--- src/rtl/sample_capture_buffer.sv ---
// Captures one sample_in word per qualified trigger rising edge into a circular buffer.
// Capture stops on the detector's stop pulse; a registered read port drains the buffer.
module sample_capture_buffer #(
   parameter int DATA_WIDTH = 16,
   parameter int DEPTH      = 16,
   parameter int ADDR_WIDTH = $clog2(DEPTH)
) (
   input  logic                  clk,
   input  logic                  resetb,
   input  logic                  address_enable,
   input  logic                  sample_trig,
   input  logic                  stop,
   input  logic [DATA_WIDTH-1:0] sample_in,
   input  logic                  clear,
   input  logic                  rd_req,
   output logic [DATA_WIDTH-1:0] rd_data,
   output logic                  rd_valid,
   output logic [ADDR_WIDTH:0]   count,
   output logic                  empty,
   output logic                  full,
   output logic                  overflow,
   output logic                  frozen
);

   typedef enum logic [1:0] {IDLE, ARMED, FROZEN} state_t;

   state_t                  state;
   logic                    trig_q;
   logic [ADDR_WIDTH-1:0]   wr_ptr;
   logic [ADDR_WIDTH-1:0]   rd_ptr;
   logic [DATA_WIDTH-1:0]   mem [DEPTH];

   logic capture;
   logic do_wr;
   logic do_rd;

   assign empty    = (count == '0);
   assign full     = (count == (ADDR_WIDTH+1)'(DEPTH));
   assign frozen   = (state == FROZEN);

   // Fullness is judged on the pre-edge count, so a read never frees a slot
   // for a capture in the same cycle.
   assign capture  = sample_trig & ~trig_q & address_enable & (state == ARMED);
   assign do_wr    = capture & ~full & ~clear;
   assign do_rd    = rd_req & ~empty & ~clear;

   always_ff @(posedge clk) begin
      if (resetb && do_wr)
         mem[wr_ptr] <= sample_in;
   end

   always_ff @(posedge clk) begin
      if (!resetb) begin
         state    <= IDLE;
         trig_q   <= 1'b0;
         wr_ptr   <= '0;
         rd_ptr   <= '0;
         count    <= '0;
         overflow <= 1'b0;
         rd_valid <= 1'b0;
         rd_data  <= '0;
      end else if (clear) begin
         // rd_data intentionally holds across a soft clear
         state    <= IDLE;
         trig_q   <= 1'b0;
         wr_ptr   <= '0;
         rd_ptr   <= '0;
         count    <= '0;
         overflow <= 1'b0;
         rd_valid <= 1'b0;
      end else begin
         trig_q   <= sample_trig;
         rd_valid <= do_rd;
         if (do_rd) begin
            rd_data <= mem[rd_ptr];
            rd_ptr  <= rd_ptr + ADDR_WIDTH'(1);
         end
         if (do_wr)
            wr_ptr <= wr_ptr + ADDR_WIDTH'(1);
         if (capture && full)
            overflow <= 1'b1;
         case ({do_wr, do_rd})
            2'b10:   count <= count + (ADDR_WIDTH+1)'(1);
            2'b01:   count <= count - (ADDR_WIDTH+1)'(1);
            default: count <= count;
         endcase
         case (state)
            IDLE:    if (address_enable) state <= ARMED;
            ARMED:   if (stop)           state <= FROZEN;
            default: state <= state;
         endcase
      end
   end

endmodule

--- config.mk ---
export PLATFORM = sky130hd
export DESIGN_NAME = sample_capture_buffer
export DESIGN_NICKNAME = d
export VERILOG_FILES = /design/src/rtl/sample_capture_buffer.sv
export SDC_FILE = /design/constraint.sdc
export NUM_CORES = 1
export LEC_CHECK = 0
export CELL_PAD_IN_SITES_DETAIL_PLACEMENT = 1
export CELL_PAD_IN_SITES_GLOBAL_PLACEMENT = 1
export CORE_ASPECT_RATIO = 0.8
export CORE_MARGIN = 2
export CORE_UTILIZATION = 30
export CTS_BUF_LIST = sky130_fd_sc_hd__clkbuf_8
export CTS_CLUSTER_DIAMETER = 50
export CTS_CLUSTER_SIZE = 10
export DETAILED_ROUTE_END_ITERATION = 8
export PLACE_DENSITY = 0.57
export SYNTH_ARGS = -nofsm -noshare
export SYNTH_HDL_FRONTEND = slang
export SYNTH_SLANG_ARGS = --single-unit
export TNS_END_PERCENT = 30
--- constraint.sdc ---
create_clock -name clk -period 3.09 [get_ports clk]
set_input_delay 0.7725 -clock clk [delete_from_list [all_inputs] [get_ports clk]]
set_output_delay 0.7725 -clock clk [all_outputs]
set_load 0.03 [all_outputs]
==> impl_metrics.json <==
{
  "switching_share_pct": 20.8,
  "r2r_cells": 10,
  "switching_power_mw": 1.50,
  "tightest_slew_ns": 1.11,
  "maxSlewHeadroom_pct": 26.1,
  "clockBufferDepth": 3,
  "startpoint": "count[0]",
  "core_mm2": 0.0372,
  "synth_top_family_by_area": "multiplexers",
  "area_growth_pct": 18.3,
  "synthXorXnorAreaFrac_pct": 0.539,
  "initial_core_util_pct": 30.6,
  "drt_iter0_drc": 363,
  "hold_path_class": "flip-flop to flip-flop",
  "required_ns": 2.32,
  "netlist_instances": 621,
  "vias": 5878,
  "setup_viol": 0,
  "tritoncts": "yes",
  "synthDistinctLibCells": 42,
  "syn-cell-area_mm2": 0.0114,
  "p_int_mw": 5.70,
  "synth_warnings": 0,
  "reg2reg_slack_ns": 0.41,
  "first_pass_iters": 6,
  "cts_max_level": 2,
  "hold_depth": 2,
  "postCtsHoldBufs": 0,
  "peakVddDrop_mv": 0.215,
  "total_power_mw": 7.19,
  "ctsResizeCount": 2,
  "power.density_mw_per_mm2": 535,
  "fin_crit_ns": 2.87,
  "fmax_ghz": 0.348,
  "slowest_delay_ns": 0.61,
  "slew_viol_final": 0,
  "finalHoldViolations": 0,
  "die-area_mm2": 0.0395,
  "synth-edff-count": 256,
  "post_drt_via_cell_ratio": 4.76,
  "fillCellCount": 3716,
  "fin_crit_sh_pct": 93.0,
  "synth_async_sr_flop_share_pct": 0,
  "rows": 63,
  "rsz0062_at_grt": "no",
  "fin_worst_skew_ns": 0.0191,
  "first_global_vias": 6394,
  "worstPathArrival_ns": 2.10,
  "reg2reg_from": "count[0]",
  "crit_chain": "or4_1, nor2_1, dlygate4sd2_1",
  "rr_endpoint": "count[4]",
  "combPwrFrac_pct": 1.5,
  "clk_latency_ns": 0.55,
  "synth.avg_cell_area_um2": 18.3,
  "layout.nets": 751,
  "ant_nets": 0,
  "cts_setup_buffers": 0,
  "grt_use_total_pct": 13.6,
  "wl_um": 26100,
  "numCtsBuffers": 38,
  "grt_pass1_wl_um": 39900,
  "endpoint": "full",
  "die_w_um": 222,
  "dp_hpwl_um": 16900,
  "final_common_cell": "edfxtp_1",
  "drive_above_1_share_pct": 18.9,
  "outcome": "complete, but fails checks",
  "slowest_stage": "or4_1",
  "synth_fp_nets": 654,
  "drt-wirelength-per-cell_um": 21.2,
  "pin_count": 49,
  "layout_common_cells": "edfxtp_1 (256), mux2i_1 (47), clkdlybuf4s50_1 (46)",
  "synthSimpleGateAreaFrac_pct": 3.52,
  "seq_area_mm2": 0.00837,
  "violations": "design-rule violations",
  "p_leak_nw": 4.28,
  "path_depth": 3,
  "yosys_register_bits": 290,
  "yosys.area_share.adder_pct": 1.17,
  "grt_max_degree": 40,
  "port_buffers": 48,
  "clock-root-buffer": "clkbuf_8",
  "cts_sinks": 290,
  "clkPwrFrac_pct": 39.3,
  "synth_flop_cell": "edfxtp_1",
  "drc": 1,
  "antenna_found_initial": 0,
  "die_h_um": 178,
  "clkSlewWorstSetupHoldPaths_ns": 0.06,
  "setup_tns_ns": 0,
  "seqPwrFrac_pct": 59.2,
  "diodes": 0,
  "start_kind": "flip-flop",
  "grt_overflow": 0,
  "utilization_pct": 36.2,
  "place_congestion": 0.783,
  "cp_top_family": "simple AND/OR/NAND/NOR gates",
  "muxShareOfSynthArea_pct": 14.3,
  "multi_input_area_mm2": 0.00282,
  "worst-path-buf-inv": 1,
  "worstSetupPathType": "flip-flop to output pin",
  "maxCapViolations": 0,
  "crit_path_end_kind": "output pin",
  "critPathMaxFanout": 6,
  "synth_seq_area_share_pct": 73.6,
  "synth_compound_area_share_pct": 5.03
}
## sequential cells by signal (all words and copies together) (netlist names)
signal    count
overflow      1
count         5
trig_q        1
rd_ptr        4
state         2
rd_data      16
mem         256
rd_valid      1
wr_ptr        4
## per-layer routing
| metal | track usage, % | wire length (um) | vias to the layer above |
|---|---|---|---|
| li1 | - | - | 2702 |
| met1 | 18.5 | 12000 | 3018 |
| met2 | 22.0 | 12300 | 118 |
| met3 | 2.57 | 1300 | 40 |
| met4 | 4.67 | 567 | 0 |
| met5 | 0 | 0 | - |
## kinds of logic (layout without fill, tap and decap cells)
group           Yosys count  after routing
simple gates             83             83
compound gates           88             88
buf+inv                  42            168
flops                   290            290
xor+xnor                  7              7
mux                     101            101
fa+ha+maj                10             10
## through the flow
stage / worst slack (ns) / hold WS, ns / instances / cell area [um2]
floorplan: -0.0243 / 0.450 / 621 / 11400
global placement: -0.223 / 0.460 / 1165 / 12700
detailed placement: -0.308 / 0.466 / 1165 / 12700
CTS: 0.177 / 0.481 / 1234 / 13500
global route: 0.100 / 0.538 / 1234 / 13500
finish: 0.216 / 0.469 / 1234 / 13500
## synthesized netlist by cell type, types with 2 or more instances
cell	n	share of area, %
mux2_2	11	1.1
nand3_1	7	0.31
nor3_1	4	0.18
mux4_2	26	5.1
a41o_1	2	0.18
a22oi_1	11	0.73
and2_1	2	0.11
nor2_1	33	1.1
mux2i_1	47	4.1
nand2b_1	14	0.77
xnor2_1	4	0.31
nand2_1	12	0.40
a31oi_1	7	0.38
clkbuf_1	13	0.43
nor2b_1	4	0.22
mux4_1	17	3.9
dfxtp_1	34	6.0
inv_1	7	0.23
xor2_1	3	0.23
a21o_1	2	0.13
buf_6	3	0.30
o21ai_0	16	0.70
edfxtp_1	256	68
a21oi_1	18	0.79
o22ai_1	10	0.55
a221oi_1	11	0.85
a211oi_1	8	0.53
buf_1	3	0.099
buf_4	6	0.40
ha_1	9	0.99
buf_2	10	0.44
## worst reg2reg max path, stage by stage, from the launching register on
cell      delay, ns
dfxtp_1        0.47
nor4_1         0.11
buf_4          0.16
a211oi_1       0.30
nand2_1        0.10
ha_1           0.26
fa_1           0.41
a21o_1         0.18
a21oi_1        0.17
mux2i_1        0.24
mux2i_1        0.21
## cell type report
| class | count | share of cell area (%) |
|---|---|---|
| repair buffers | 92 | 6.56 |
| clock inverters | 28 | 1.32 |
| clock buffers | 41 | 4.19 |
| multi-input cells | 289 | 21.0 |
| inverters | 7 | 0.195 |
| well taps | 487 | 4.53 |
| flip-flops and latches | 290 | 62.2 |
## power by group through the flow
stage	clock network [mW]	logic, mW	registers, mW
CTS	2.92	0.113	4.26
detailed placement	0	0.113	4.35
global route	3.08	0.123	4.26
global placement	0	0.105	4.35
floorplan	0	0.0189	4.35
finish	2.83	0.110	4.26
## worst min-delay path by stage
| stage | from | end | slack [ns] |
|---|---|---|---|
| 6_report | overflow | overflow | 0.47 |
| 5_1_grt | overflow | overflow | 0.54 |
| 3_3_place_gp | overflow | overflow | 0.46 |
| 3_5_place_dp | overflow | overflow | 0.47 |
| 2_1_floorplan | state[1] | state[1] | 0.45 |
| 4_1_cts | overflow | overflow | 0.48 |
No activity file was read; power rests on OpenSTA's default activity.
